File: src/rtl/kp_scan_pkg.sv
// Shared types, sizes and scan-result helpers for the kp_scan keypad scanner.
package kp_scan_pkg;

  localparam int unsigned KEY_W    = 4;
  localparam int unsigned NUM_ROWS = 4;
  localparam int unsigned NUM_COLS = 4;
  localparam int unsigned ROW_W    = $clog2(NUM_ROWS);
  localparam int unsigned COL_W    = $clog2(NUM_COLS);

  typedef enum logic [1:0] {
    ST_IDLE,
    ST_DEBOUNCE,
    ST_PRESSED,
    ST_RELEASE
  } kp_state_e;

  typedef enum logic [1:0] {
    RES_NONE,
    RES_SINGLE,
    RES_MULTI
  } scan_res_e;

  // Classify one row sample; 'low' has a 1 for every column pulled low.
  function automatic scan_res_e row_result(input logic [NUM_COLS-1:0] low);
    int unsigned n;
    n = 0;
    for (int unsigned i = 0; i < NUM_COLS; i++) begin
      n = n + 32'(low[i]);
    end
    if (n == 0) return RES_NONE;
    if (n == 1) return RES_SINGLE;
    return RES_MULTI;
  endfunction

  function automatic logic [COL_W-1:0] first_col(input logic [NUM_COLS-1:0] low);
    logic [COL_W-1:0] idx;
    idx = '0;
    for (int unsigned i = NUM_COLS; i > 0; i--) begin
      if (low[i-1]) idx = COL_W'(i - 1);
    end
    return idx;
  endfunction

  // Two single hits, or any multi, make the combined scan a multi.
  function automatic scan_res_e merge_res(input scan_res_e a, input scan_res_e b);
    if (a == RES_NONE) return b;
    if (b == RES_NONE) return a;
    return RES_MULTI;
  endfunction

endpackage

File: src/rtl/kp_col_sync.sv
// Two-flop synchronizer for the asynchronous, pulled-up keypad column lines.
module kp_col_sync
  import kp_scan_pkg::*;
#(
  parameter int unsigned W = NUM_COLS
) (
  input  logic         clk_i,
  input  logic         rst_i,
  input  logic [W-1:0] d_i,
  output logic [W-1:0] q_o
);

  logic [W-1:0] s1_q;
  logic [W-1:0] s2_q;

  always_ff @(posedge clk_i) begin
    if (rst_i) begin
      s1_q <= '1;
      s2_q <= '1;
    end else begin
      s1_q <= d_i;
      s2_q <= s1_q;
    end
  end

  assign q_o = s2_q;

endmodule

File: src/rtl/kp_scan.sv
// 4x4 keypad scanner: row divider, full-scan classification, debounce FSM and
// key handshake. Define KP_SCAN_REPEAT_EN to add auto-repeat while a key is held.
module kp_scan
  import kp_scan_pkg::*;
#(
  parameter int unsigned SCAN_DIV  = 100000,
  parameter int unsigned DEB_SCANS = 3,
  parameter int unsigned REP_DELAY = 40,
  parameter int unsigned REP_RATE  = 8
) (
  input  logic       clk,
  input  logic       rst,
  input  logic [3:0] col,
  output logic [3:0] row,
  output logic [3:0] key_code,
  output logic       key_valid,
  input  logic       key_ack,
  output logic       key_down,
  output logic       overflow,
  output logic [7:0] key_hist
);

  localparam int unsigned CNT_W = (SCAN_DIV > 1) ? $clog2(SCAN_DIV) : 1;
  localparam int unsigned DEB_W = $clog2(DEB_SCANS + 1);

  if (SCAN_DIV < 4 || DEB_SCANS < 2 || REP_DELAY < 1 || REP_RATE < 1) begin : g_param_check
    $error("kp_scan: illegal parameter value");
  end

  logic [NUM_COLS-1:0] col_s;

  kp_col_sync #(.W(NUM_COLS)) u_col_sync (
    .clk_i (clk),
    .rst_i (rst),
    .d_i   (col),
    .q_o   (col_s)
  );

  logic [CNT_W-1:0] cnt_q, cnt_d;
  logic [ROW_W-1:0] row_idx_q, row_idx_d;
  scan_res_e        acc_res_q, acc_res_d;
  logic [KEY_W-1:0] acc_code_q, acc_code_d;
  kp_state_e        state_q, state_d;
  logic [DEB_W-1:0] deb_q, deb_d;
  logic [KEY_W-1:0] cand_q, cand_d;
  logic [KEY_W-1:0] code_q, code_d;
  logic             valid_q, valid_d;
  logic             ovf_q, ovf_d;
  logic [7:0]       hist_q, hist_d;

  logic             wrap;
  logic             scan_done;
  scan_res_e        base_res;
  scan_res_e        scan_res;
  logic [KEY_W-1:0] scan_code;
  logic [DEB_W-1:0] deb_inc;
  logic             emit;
  logic             rep_emit;
  logic             emit_any;

  assign wrap      = (cnt_q == CNT_W'(SCAN_DIV - 1));
  assign scan_done = wrap && (row_idx_q == ROW_W'(NUM_ROWS - 1));
  assign deb_inc   = deb_q + DEB_W'(1);

  // Row 0 starts a fresh scan; row 3's result is merged combinationally so
  // the FSM sees the complete scan at the same edge that samples it.
  assign base_res  = (row_idx_q == '0) ? RES_NONE : acc_res_q;
  assign scan_res  = merge_res(base_res, row_result(~col_s));
  assign scan_code = (base_res == RES_NONE) ? {row_idx_q, first_col(~col_s)} : acc_code_q;

  always_comb begin
    cnt_d      = wrap ? '0 : cnt_q + CNT_W'(1);
    row_idx_d  = row_idx_q;
    acc_res_d  = acc_res_q;
    acc_code_d = acc_code_q;
    if (wrap) begin
      row_idx_d  = row_idx_q + ROW_W'(1);
      acc_res_d  = scan_res;
      acc_code_d = scan_code;
    end
  end

  always_comb begin
    state_d = state_q;
    deb_d   = deb_q;
    cand_d  = cand_q;
    emit    = 1'b0;
    if (scan_done) begin
      unique case (state_q)
        ST_IDLE: begin
          if (scan_res == RES_SINGLE) begin
            state_d = ST_DEBOUNCE;
            cand_d  = scan_code;
            deb_d   = DEB_W'(1);
          end
        end
        ST_DEBOUNCE: begin
          if (scan_res == RES_SINGLE && scan_code == cand_q) begin
            if (deb_inc == DEB_W'(DEB_SCANS)) begin
              emit    = 1'b1;
              state_d = ST_PRESSED;
              deb_d   = '0;
            end else begin
              deb_d = deb_inc;
            end
          end else if (scan_res == RES_SINGLE) begin
            cand_d = scan_code;
            deb_d  = DEB_W'(1);
          end else begin
            state_d = ST_IDLE;
            deb_d   = '0;
          end
        end
        ST_PRESSED: begin
          if (scan_res == RES_NONE) begin
            state_d = ST_RELEASE;
            deb_d   = DEB_W'(1);
          end
        end
        ST_RELEASE: begin
          if (scan_res == RES_NONE) begin
            if (deb_inc == DEB_W'(DEB_SCANS)) begin
              state_d = ST_IDLE;
              deb_d   = '0;
            end else begin
              deb_d = deb_inc;
            end
          end else begin
            state_d = ST_PRESSED;
            deb_d   = '0;
          end
        end
        default: begin
          state_d = ST_IDLE;
          deb_d   = '0;
        end
      endcase
    end
  end

`ifdef KP_SCAN_REPEAT_EN
  localparam int unsigned REP_MAX = (REP_DELAY > REP_RATE) ? REP_DELAY : REP_RATE;
  localparam int unsigned REP_W   = $clog2(REP_MAX + 1);

  logic [REP_W-1:0] rep_q, rep_d;
  logic [REP_W-1:0] rep_inc;
  logic             rep_phase_q, rep_phase_d;

  assign rep_inc = rep_q + REP_W'(1);

  // rep_phase_q selects the initial delay versus the steady repeat interval.
  always_comb begin
    rep_d       = rep_q;
    rep_phase_d = rep_phase_q;
    rep_emit    = 1'b0;
    if (scan_done) begin
      if (state_q == ST_PRESSED && scan_res == RES_SINGLE && scan_code == cand_q) begin
        if (rep_inc == (rep_phase_q ? REP_W'(REP_RATE) : REP_W'(REP_DELAY))) begin
          rep_emit    = 1'b1;
          rep_d       = '0;
          rep_phase_d = 1'b1;
        end else begin
          rep_d = rep_inc;
        end
      end else begin
        rep_d       = '0;
        rep_phase_d = 1'b0;
      end
    end
  end

  always_ff @(posedge clk) begin
    if (rst) begin
      rep_q       <= '0;
      rep_phase_q <= 1'b0;
    end else begin
      rep_q       <= rep_d;
      rep_phase_q <= rep_phase_d;
    end
  end
`else
  assign rep_emit = 1'b0;
`endif

  assign emit_any = emit | rep_emit;

  // A key arriving while the previous one is unacknowledged is dropped,
  // unless the acknowledge lands on the very same edge.
  always_comb begin
    valid_d = valid_q;
    code_d  = code_q;
    hist_d  = hist_q;
    ovf_d   = ovf_q;
    if (valid_q && key_ack) valid_d = 1'b0;
    if (emit_any) begin
      if (!valid_q || key_ack) begin
        code_d  = cand_q;
        hist_d  = {hist_q[3:0], cand_q};
        valid_d = 1'b1;
      end else begin
        ovf_d = 1'b1;
      end
    end
  end

  always_ff @(posedge clk) begin
    if (rst) begin
      cnt_q      <= '0;
      row_idx_q  <= '0;
      acc_res_q  <= RES_NONE;
      acc_code_q <= '0;
      state_q    <= ST_IDLE;
      deb_q      <= '0;
      cand_q     <= '0;
      code_q     <= '0;
      valid_q    <= 1'b0;
      ovf_q      <= 1'b0;
      hist_q     <= '0;
    end else begin
      cnt_q      <= cnt_d;
      row_idx_q  <= row_idx_d;
      acc_res_q  <= acc_res_d;
      acc_code_q <= acc_code_d;
      state_q    <= state_d;
      deb_q      <= deb_d;
      cand_q     <= cand_d;
      code_q     <= code_d;
      valid_q    <= valid_d;
      ovf_q      <= ovf_d;
      hist_q     <= hist_d;
    end
  end

  // Rows release immediately with reset so none is driven while it is held.
  assign row       = rst ? '1 : ~(4'b0001 << row_idx_q);
  assign key_code  = code_q;
  assign key_valid = valid_q;
  assign key_down  = (state_q == ST_PRESSED) || (state_q == ST_RELEASE);
  assign overflow  = ovf_q;
  assign key_hist  = hist_q;

endmodule

File: config.mk
export PLATFORM = sky130hd
export DESIGN_NAME = kp_scan
export DESIGN_NICKNAME = d
export VERILOG_FILES = /design/src/rtl/kp_scan_pkg.sv /design/src/rtl/kp_col_sync.sv /design/src/rtl/kp_scan.sv
export SDC_FILE = /design/constraint.sdc
export NUM_CORES = 1
export LEC_CHECK = 0
export CAP_MARGIN = 20
export CORE_MARGIN = 10
export CORE_UTILIZATION = 40
export CTS_BUF_LIST = sky130_fd_sc_hd__clkbuf_4 sky130_fd_sc_hd__clkbuf_8 sky130_fd_sc_hd__clkbuf_16
export CTS_CLUSTER_DIAMETER = 40
export DETAILED_ROUTE_END_ITERATION = 6
export RECOVER_POWER = 25
export SYNTH_ARGS = -nofsm -noshare
export SYNTH_HDL_FRONTEND = slang
export SYNTH_SLANG_ARGS = --single-unit
export TNS_END_PERCENT = 50
File: constraint.sdc
create_clock -name clk -period 6 [get_ports clk]
set_input_delay 0.9 -clock clk [delete_from_list [all_inputs] [get_ports clk]]
set_output_delay 0.9 -clock clk [all_outputs]
set_load 0.01 [all_outputs]
Yosys cells after proc, flatten, opt, wreduce, memory -nomap -nowiden
Cells that the tools add are included.
{ "classes": {"eq_ne": 15, "n_reduce_logical": 19, "order_cmp": 0, "n_mux": 45, "bitwise": 3, "multipliers": 0, "n_addsub": 6, "div": 0, "n_shift": 1} }
{ "op_table": {"columns": ["cell", "n"], "rows": [
  ["two-way mux 2 bit", 24],
  ["zero test 32 bit", 1],
  ["adder 17 x 1 -> 17 bit (second input constant)", 1],
  ["== test 17 bit (second input constant)", 1],
  ["two-way mux 4 bit", 4],
  ["one-hot mux 2 bit (4 select lines)", 2],
  ["two-way mux 1 bit", 14],
  ["zero test 2 bit", 5],
  ["inequality test 3 bit (second input constant)", 3],
  ["== test 2 bit (second input constant)", 4],
  ["NOT 4 bit", 2],
  ["one-hot mux 4 bit (2 select lines)", 1],
  ["inequality test 2 bit (second input constant)", 3],
  ["AND reduction 3 bit", 2],
  ["AND reduction 6 bit", 1],
  ["adder 2 x 1 -> 2 bit (second input constant)", 2],
  ["adder 3 x 1 -> 4 bit", 1],
  ["== test 2 x 1 -> 1 bit (second input constant)", 2],
  ["== test 4 x 1 -> 1 bit (second input constant)", 1],
  ["== test 4 bit", 1],
  ["AND reduction 2 bit", 2],
  ["<< shifter 1 x 2 -> 4 bit (first input constant)", 1],
  ["adder 2 x 1 -> 3 bit", 1],
  ["logical AND 1 bit", 3],
  ["other kinds (6)", 7]
]} }
{ "word_totals": {"output_inout_bits": 19, "inputBits": 7, "ff_bits": 55, "latch_bits": 0, "mem_bits_rw": 0, "n_memories": 0, "elab_cells": 102, "romBits": 0} }

Longest topological paths before layout
Gate-level depths: netlist (run 1).
{ "logic_depth": {"ltp_word": 20, "mapped_depth": 10, "depth_no_buf": 9} }

Modules after synthesis
From an unflattened synthesis (run 1), not the netlist that was laid out.
{ "hier_totals": {"hier_cells": 291, "area_unflattened_um2": 2555.0} }
{ "modules_own_cells": {"columns": ["mod", "instances", "seq_area_each_um2", "cells_per_inst", "area_each_um2"], "rows": [
  ["kp_scan", 1, 860.8, 275, 2344.7],
  ["kp_col_sync", 1, 160.2, 16, 210.2]
]} }

Worst setup path after synthesis (run 1)
OpenSTA, ideal clock, no wires.
{ "synth_timing": {"path_type": "register to register", "from": "reg u_col_sync.s2_q[0] (netlist: u_col_sync.q_o[0])", "to": "reg code_q[0] (netlist: key_code[0])", "n_path_buf": 0, "stages_incl_launch_ff": 10, "t_required_ns": 5.878, "path_slack_ns": 3.113, "setup_ns": 0.122, "arrival_time_ns": 2.765, "period_less_slack_ns": 2.887, "cell_sequence": "dfxtp_1 fa_1 inv_1 ha_1 or4b_4 a311oi_4 and2_2 nand4_2 o21ai_0 a21oi_1"} }
{ "synth_between": {"elab_chain_cells": 20} }
{ "synth_lines": {"columns": ["element", "line", "text"], "rows": [
  ["start, declared", "kp_col_sync.sv:14", "logic [W-1:0] s2_q;"],
  ["start signal, assigned", "kp_col_sync.sv:22", "s2_q <= s1_q;"],
  ["NOT 4 bit (*)", "kp_scan.sv:68, kp_scan.sv:69", null],
  ["adder 1 x 1 -> 2 bit", "kp_scan_pkg.sv:28", "n = n + 32'(low[i]);"],
  ["adder 2 x 1 -> 3 bit", "kp_scan_pkg.sv:28", null],
  ["adder 3 x 1 -> 4 bit", "kp_scan_pkg.sv:28", null],
  ["== test 4 x 1 -> 1 bit", "kp_scan_pkg.sv:31", "if (n == 1) return RES_SINGLE;"],
  ["two-way mux 1 bit (2 in series)", "kp_scan_pkg.sv:31", null],
  ["two-way mux 2 bit", "kp_scan_pkg.sv:32", "return RES_MULTI;"],
  ["two-way mux 2 bit", "kp_scan_pkg.sv:31", null],
  ["[... 3 more ...]", null, null],
  ["two-way mux 2 bit", "kp_scan_pkg.sv:48", "return RES_MULTI;"],
  ["two-way mux 2 bit", "kp_scan_pkg.sv:47", "if (b == RES_NONE) return a;"],
  ["== test 2 x 1 -> 1 bit", "kp_scan.sv:98", "if (scan_res == RES_SINGLE && scan_code == cand_q) begin"],
  ["logical AND 1 bit (*)", "kp_scan.sv:98", null],
  ["two-way mux 1 bit (*)", "kp_scan.sv:98", null],
  ["two-way mux 1 bit (*)", "kp_scan.sv:89", "unique case (state_q)"],
  ["two-way mux 1 bit (*)", "kp_scan.sv:88", "if (scan_done) begin"],
  ["AND reduction 2 bit (no source line) (*)", null, null],
  ["end signal, assigned", "kp_scan.sv:227", "code_q <= code_d;"],
  ["end, declared", "kp_scan.sv:46", "logic [KEY_W-1:0] code_q, code_d;"]
]} }
Every way passes the cells marked *; elsewhere a longest branch is shown, timed or not. The select of a mux whose other input is x is not followed.
A chain may end at the register's enable or synchronous reset.

Worst setup path after layout (run 1)
{ "layout_timing": {"from": "in rst", "to": "out row[0]"} }
{ "layout_between": {"elab_chain_cells": 1} }
{ "layout_lines": {"columns": ["element", "line", "text"], "rows": [
  ["start, declared", "kp_scan.sv:12", "input logic rst,"],
  ["two-way mux 4 bit", "kp_scan.sv:235", "assign row = rst ? '1 : ~(4'b0001 << row_idx_q);"],
  ["end, declared", "kp_scan.sv:14", "output logic [3:0] row,"]
]} }
Every way passes these cells.

==> results.toml, run 1 <==
[routing]
vias_per_cell = 5.26
wl_mm = 5.30
num_vias = 2060
wl_per_cell_um = 13.5
drtIter0Drc = 119
dr.pass1.iters = 4
ant_nets = 0
drc = 0

[cts]
cts_hold_buf = 0
cts_buffers = 5
cts.reportedPaths.clkPinSlew_ns = 0.09
clock_latency_ns = 0.30
h-tree-depth = 2
cts_buffer_depth = 2
cts-resized-gates = 0
cts_setup_buffers = 0
clock-sinks = 51
cts-root-buf = "clkbuf_8"
cts_tree = "done"

[die]
core_area_um2 = 6280
die_y_um = 99.9
die_area_um2 = 9990
die_width_um = 99.9
io_pins = 26
initial_core_util_pct = 40.7
num_rows = 29

[critical_path]
crit_path_start_kind = "input pin"
worstPathArrival_ns = 2.72
critPathCaptureType = "output pin"
cp_max_fo = 34
worstSetupPathType = "input pin to output pin"
cp.required_ns = 5.10

[sta]
finClkSkew_ns = 0.00910
tns_ns = 0
rsz0062_at_grt = "no"
tightest_slew_ns = 0.665
hold_violations = 0
maxSlewHeadroom_pct = 55.6
fin_crit_sh_pct = 60.4
fin_crit_ns = 3.62
slew_violations = 0
max_freq_mhz = 276
setup_slack_ns = 2.38
setup_viol = 0

[power]
p_comb_share_pct = 7.4
power.density_nw_per_um2 = 206
power_leakage_nw = 1.08
p_int_w = 0.000465
power_switching_w = 0.000140
power.share.clock_pct = 35.5
seqPwrFrac_pct = 57.0
switching_share_pct = 23.1
ir_worst_vdd_v = 0.000124

[logic_synthesis]
yosys_warnings = 0
ys_dominant_reg_cell = "dfxtp_1"
syn-mean-instance-area_um2 = 8.64
synth_largest_area_cell = "dfxtp_1"
synth.distinct_cells = 55
synth_top_area_share_pct = 39.9
syn_inst = 296
synthesis.nets = 311
seq_area_frac_synth_pct = 39.9
synth-seq-cells = 51
synth-async-reset-ratio_pct = 0
synth_edf_count = 0
netlist_area_um2 = 2560
ys_top_cells_by_area = "dfxtp_1 40%, nor2_1 5.4%, xor2_1 3.8%"

[place]
post-place-ws_ns = 2.42
port_buffers = 25
gp_congestion = 0.840
dp_hpwl_mm = 3.83

[grt]
grt_use_total_pct = 10.9
grt_pass1_vias = 1937
antenna_found_initial = 0
grt_overflow_total = 0
grt_pass1_wl_mm = 9.10
grt_max_degree = 35

[status]
outcome = "finished clean"

[finish]
layout_common_cells = "51 x dfxtp_1, 37 x nor2_1, 25 x nand2_1"
layout-drive-gt1-share_pct = 9.21
final_common_cell = "dfxtp_1"
final_nets = 329
num_antenna_cells = 0
area_growth_pct = 14.8

[flow_run]
maxCapViolations = 0

[worst_hold_path]
min_path_type = "flop to flop"
worst max-delay path: stages:
cell,delay (ns)
dlygate4sd3_1,0.52
buf_4,0.31
inv_1,0.28
nand2_1,0.15
clkdlybuf4s50_1,0.54
kinds of logic (layout without fill, tap and decap cells):
logic type / after synthesis / count (layout) / synth area share [%]
compound gates: 55 / 55 / 14.5
fa+ha+maj: 8 / 8 / 4.21
xor+xnor: 16 / 16 / 5.48
buf+inv: 26 / 45 / 4.75
simple gates: 135 / 135 / 29.1
mux: 5 / 5 / 1.96
flops: 51 / 51 / 39.9
registers in the layout (all words and copies together), names as in the netlist:
signal,cells
state_q,2
acc_code_q,4
cand_q,4
overflow,1
cnt_q,17
row_idx_q,2
key_hist,5
deb_q,2
acc_res_q,2
u_col_sync.q_o,4
u_col_sync.s1_q,4
key_valid,1
key_code,3
power by group through the flow:
| stage | registers (W) | logic, W | clock network (W) |
|---|---|---|---|
| 2_1_floorplan | 0.000353 | 0.0000347 | 0 |
| 3_3_place_gp | 0.000353 | 0.0000452 | 0 |
| 3_5_place_dp | 0.000353 | 0.0000456 | 0 |
| 4_1_cts | 0.000345 | 0.0000457 | 0.000224 |
| 5_1_grt | 0.000346 | 0.0000509 | 0.000238 |
| 6_report | 0.000345 | 0.0000451 | 0.000215 |
per-stage QoR:
stage | hold slack (ns) | total power [W] | instance area, um^2 | utilization (%) | instances
floorplan | 0.389 | 0.000387 | 2560 | - | 296
global placement | 0.391 | 0.000398 | 2830 | 45.1 | 384
detailed placement | 0.394 | 0.000399 | 2830 | 45.1 | 384
CTS | 0.417 | 0.000615 | 2930 | 46.7 | 392
global route | 0.428 | 0.000635 | 2930 | 46.7 | 392
finish | 0.414 | 0.000606 | 2930 | 46.7 | 392
per-layer routing:
metal	track usage, %	part of all wire (%)
met3	3.71	5.3
met5	0	0
met4	3.64	1.3
met1	13.5	49
met2	17.1	44
final cells by class:
cell class / instances / area, um^2
inverter: 11 / 41.3
multi-input combinational: 219 / 1410
tap: 77 / 96.3
clock inverter: 1 / 7.51
fill: 624 / 3340
timing repair buffer: 26 / 258
sequential: 51 / 1020
clock buffer: 7 / 96.3
worst paths after layout:
path              cells after the start          startpoint                 to  slack, ns
hold / removal                        1  u_col_sync.s1_q[0]  u_col_sync.q_o[0]       0.41
setup reg to reg                      9   u_col_sync.q_o[0]        key_hist[5]       2.82
setup / recovery                      5                 rst             row[0]       2.38
hold reg to reg                       1  u_col_sync.s1_q[0]  u_col_sync.q_o[0]       0.41
synth_stat cells, types with 2 or more instances:
library cell	number
and4_1	3
nand3_1	11
a211oi_1	2
o211a_1	2
nor2b_1	2
or2_2	8
and3_1	6
dfxtp_1	51
nand2b_1	4
nand2_1	25
buf_2	4
buf_4	5
nor3b_1	2
a21oi_1	18
xor2_1	11
nor2_1	37
nor3_1	4
xnor2_1	5
nand4_1	12
o21ai_0	17
clkbuf_1	6
or3_1	4
inv_1	11
a31oi_1	2
mux2i_1	5
nor4bb_1	2
o211ai_1	2
nor4b_1	2
ha_1	7
(Power assumes the default switching activity.)
==> run 2: changes to the inputs <==
==> constraint.sdc (replaced) <==
create_clock -name clk -period 3.5 [get_ports clk]
set_input_delay 0.525 -clock clk [delete_from_list [all_inputs] [get_ports clk]]
set_output_delay 0.525 -clock clk [all_outputs]
set_load 0.01 [all_outputs]
==> run 2 against run 1 <==
  * Clock power rose by 47%
  * First-iteration DRC count fell by 55%
  * Sequential cell count did not move
  * Hold slack got worse by 0.0018 ns
  * Via count fell by 0.97%
  * Cell area fell by 1.1%
  * Sequential power rose by 72%
  * Combinational power rose by 69%
  * Critical endpoint is now key_hist[3]
  * Largest cell class unchanged
==> results.toml, run 2 (synthesis results as in run 1) <==
[routing]
wl_mm = 5.26
vias_per_cell = 5.23
num_vias = 2040
wl_per_cell_um = 13.5
ant_nets = 0
dr.pass1.iters = 6
drtIter0Drc = 54
drc = 0

[sta]
rsz0062_at_grt = "no"
tns_ns = 0
maxSlewHeadroom_pct = 9.18
setup_slack_ns = 0.334
fin_crit_ns = 3.17
setup_viol = 0
max_freq_mhz = 316
holdWs_ns = 0.412
slew_violations = 0
tightest_slew_ns = 1.36
fin_crit_sh_pct = 90.5
hold_violations = 0
finClkSkew_ns = 0.00332

[power]
power_switching_w = 0.000225
switching_share_pct = 22.9
power.share.clock_pct = 32.1
power_leakage_nw = 1.08
p_int_w = 0.000759
ir_worst_vdd_v = 0.000174
total_power_w = 0.000984
power.density_nw_per_um2 = 339
seqPwrFrac_pct = 60.1
p_comb_share_pct = 7.7

[cts]
clock-sinks = 51
h-tree-depth = 2
cts_buffers = 5
clock_latency_ns = 0.30
cts_tree = "done"
cts_hold_buf = 0
cts_buffer_depth = 2
cts_setup_buffers = 0
cts-root-buf = "clkbuf_8"
cts-resized-gates = 0
cts.reportedPaths.clkPinSlew_ns = 0.08

[critical_path]
crit_path_start_kind = "flop"
worstPathArrival_ns = 3.29
crit_family = "simple AND/OR/NAND/NOR gates"
crit_start = "u_col_sync.q_o[0]"
endpoint = "key_hist[3]"
rr_startpoint = "u_col_sync.q_o[0]"
cp_slowest_cell = "or4b_4"
rrSetupSlack_ns = 0.33
critical_path.cell_chain = "fa_1 > inv_1 > ha_1 > or4b_4 > a311oi_4 > and2_2 > nand4_2 > o21ai_0 > a21oi_1"
cp_max_fo = 7
cp.required_ns = 3.62
slowest_delay_ns = 0.56
critPathCaptureType = "flop"
r2r_cells = 9
cp.depth = 9
worstSetupPathType = "flop to flop"
worst-path-buf-inv = 1
reg2reg_to = "key_hist[3]"

[worst_hold_path]
whs_path_depth = 1
min_path_type = "flop to flop"

[finish]
final_common_cell = "dfxtp_1"
fill_cells = 609
layout_common_cells = "51 x dfxtp_1, 37 x nor2_1, 25 x nand2_1"
area_growth_pct = 13.6
num_antenna_cells = 0
layout-drive-gt1-share_pct = 8.31
registers.top_by_ff_count = "cnt_q"
final_nets = 329
largest_reg_flops = 17

[die]
die_area_um2 = 9990
core_area_um2 = 6280
num_rows = 29
io_pins = 26
die_y_um = 99.9
initial_core_util_pct = 40.7
die_width_um = 99.9

[place]
post-place-ws_ns = 0.371
gp_congestion = 0.878
dp_hpwl_mm = 3.83
port_buffers = 25

[status]
outcome = "finished clean"

[grt]
grt_pass1_vias = 1930
grt_overflow_total = 0
grt_use_total_pct = 10.5
grt_pass1_wl_mm = 8.87
antenna_found_initial = 0
grt_max_degree = 34

[flow_run]
maxCapViolations = 0
## run 2: cell types whose count changed in the layout (fill, tap and decap cells not counted)
cell and delta:
buf_4 -1, clkbuf_1 +1, clkbuf_4 +1, clkbuf_8 -2
clkdlybuf4s50_1 -3, clkinvlp_4 -1, dlygate4sd3_1 +3
## run 2: through the flow
stage	area [um^2]	instances	utilization, %
after floorplan	2560	296	-
after global placement	2830	384	45.1
after detailed placement	2830	384	45.1
after CTS	2910	390	46.3
after global routing	2900	390	46.2
final	2900	390	46.2
## run 2: how the worst min path moves through the flow
| stage | from | endpoint | slack [ns] |
|---|---|---|---|
| finish | u_col_sync.s1_q[2] | u_col_sync.q_o[2] | 0.41 |
| global route | u_col_sync.s1_q[0] | u_col_sync.q_o[0] | 0.43 |
| CTS | u_col_sync.s1_q[2] | u_col_sync.q_o[2] | 0.42 |
| detailed placement | u_col_sync.s1_q[2] | u_col_sync.q_o[2] | 0.40 |
| global placement | u_col_sync.s1_q[1] | u_col_sync.q_o[1] | 0.39 |
| floorplan | u_col_sync.s1_q[0] | u_col_sync.q_o[0] | 0.39 |
## run 2: power by group through the flow
| stage | sequential [W] | combinational [W] | clock (W) |
|---|---|---|---|
| 6_report | 0.000592 | 0.0000761 | 0.000316 |
| 3_3_place_gp | 0.000605 | 0.0000776 | 0 |
| 2_1_floorplan | 0.000604 | 0.0000595 | 0 |
| 3_5_place_dp | 0.000605 | 0.0000776 | 0 |
| 5_1_grt | 0.000593 | 0.0000844 | 0.000346 |
| 4_1_cts | 0.000592 | 0.0000782 | 0.000331 |
## run 2: final cells by class
class | count | area [um^2] | area share (%)
Sequential cell | 51 | 1020 | 35.2
Inverter | 11 | 41.3 | 1.42
Multi-Input combinational cell | 219 | 1410 | 48.7
Timing Repair Buffer | 26 | 254 | 8.75
Clock buffer | 6 | 76.3 | 2.63
Tap cell | 77 | 96.3 | 3.32
## run 2: worst reg2reg max path, delay by kind of cell (launching register included)
family / cells / cell delay (ns)
DFF: 1 / 0.35
AOI/OAI and AO/OA: 3 / 0.73
adders and majority gates: 2 / 0.88
buffers and inverters: 1 / 0.04
and+or+nand+nor: 3 / 0.98
## run 2: routing by layer
metal	vias to the layer above	routed length [um]	global-route usage [%]
met1	927	2600	12.8
met3	6	333	3.64
met5	-	0	0
met2	36	2260	16.6
met4	0	72	3.64
li1	1071	-	-
==> run 3: changes to the inputs <==
--- a/config.mk
+++ b/config.mk
@@ -11,6 +11,7 @@
 export CTS_BUF_LIST = sky130_fd_sc_hd__clkbuf_4 sky130_fd_sc_hd__clkbuf_8 sky130_fd_sc_hd__clkbuf_16
 export CTS_CLUSTER_DIAMETER = 40
 export DETAILED_ROUTE_END_ITERATION = 6
+export HOLD_SLACK_MARGIN = 0.03
 export RECOVER_POWER = 25
 export SYNTH_ARGS = -nofsm -noshare
 export SYNTH_HDL_FRONTEND = slang
==> results of run 3 <==
No change in the layout: final DEF, timing and power equal those of run 2.
==> variant: new RTL, config.mk and constraints of run 2 <==
Build with the macro `KP_SCAN_REPEAT_EN` defined.
--- a/src/rtl/kp_scan.sv
+++ b/src/rtl/kp_scan.sv
@@ -2,2 +2,4 @@
 // key handshake. Define KP_SCAN_REPEAT_EN to add auto-repeat while a key is held.
+`define KP_SCAN_REPEAT_EN
+
 module kp_scan
Function: no difference found for any inputs over 10 cycles, from zero or initial values and one cycle with rst high; that may be too few to reach the edited logic, so the function may still have changed.
==> variant against run 2 <==
Final area up 18%; worst hold slack got worse by 0.0064 ns; power increased by 39%; wire length grew 17%; core utilization increased by 1.6 points; synthesized area rose by 14%; worst setup slack gained 0.17 ns; combinational power up 2%; sequential cell count increased by 7; largest cell class unchanged.
==> variant: results (changes against run 2) <==
* Layout cells sized above 1 at 10.30% (+2.0 points)
* Register area at 1161 sq um (+14%)
* Hold Path Origin: u_col_sync.s1_q[0]$_SDFF_PP1_
* CP arrival at 2.48 ns (-0.81 ns)
* Clock share of power at 45.0% (+13 points)
* GR Util met3 at 4.202% (+0.56 points)
* Final net count at 381 (+16%)
* Pin count of the biggest net entering global routing at 35 (+2.9%)
* Hold endpoint: u_col_sync.q_o[0]$_SDFF_PP1_
* Synth Area in Compound Gates at 12.87% (-1.7 points)
* Multi-input gate area at 1637 sq um (+16%)
* Fillers at 707 (+16%)
* Switching pwr at 0.3239 mW (+44%)
* Layout clock buffers at 10 (+4)
* Routed len/inst at 13.10 um (-2.8%)
* FF-to-FF End: key_code[2]$_SDFFE_PP0P_
* Area contributors post-synth: dfxtp_1 (40%), nand2b_1 (4.7%), nor2_1 (4.4%), nand2_1 (4.1%), a21oi_1 (3.6%)
* Buffering overhead at 8.166% (-0.58 points)
* Top delay family on crit path: buffers and inverters
* Mux cell area share after synthesis at 3.805% (+1.8 points)
* Global Route Usage Sum at 11.44% (+0.97 points)
* Global-route wire length before repair at 10550 um (+19%)
* Clock-cell share of area at 5.614% (+3.0 points)
* Status: finished clean
* Critical path peak fanout at 14 (+7)
* Top post-synthesis cells by count: dfxtp_1 (58), nor2_1 (34), nand2_1 (32)
* DP Worst Slack at 0.5632 ns (+0.1924 ns)
* Synth Area in XOR/XNOR at 5.387% (-0.095 points)
* Initial drt markers at 134 (+150%)
* Sequential-to-total area share from yosys stat at 39.68% (-0.27 points)
* Worst-Skew Late Latency at 0.34 ns (+0.04 ns)
* Netlist cell types at 54 (-1.8%)
-- variant: cell types whose count changed in the layout (fill, tap and decap cells not counted), sizes merged, moves of 5 or more --
cell	change
clkbuf	+5
dfxtp	+7
mux2i	+5
nand2	+7
nand2b	+17
nor3	+5
o21ai	-8
-- variant: how the worst max path moves through the flow --
stage	to	slack (ns)	cells past startpoint
6_report	row[3]	0.50	4
5_1_grt	key_hist[3]$_SDFFE_PP0P_	0.28	9
4_1_cts	key_code[0]$_SDFFE_PP0P_	0.54	9
3_5_place_dp	key_hist[6]$_SDFFE_PP0P_	0.56	9
3_3_place_gp	key_hist[4]$_SDFFE_PP0P_	0.63	9
2_1_floorplan	cand_q[0]$_SDFFE_PP0P_	0.91	9
-- variant: through the flow --
stage	area, sq um	hold WS, ns
after floorplan	2927	0.3895
after global placement	3247	0.3920
after detailed placement	3247	0.3936
after CTS	3440	0.4115
after global routing	3432	0.4285
final	3432	0.4060
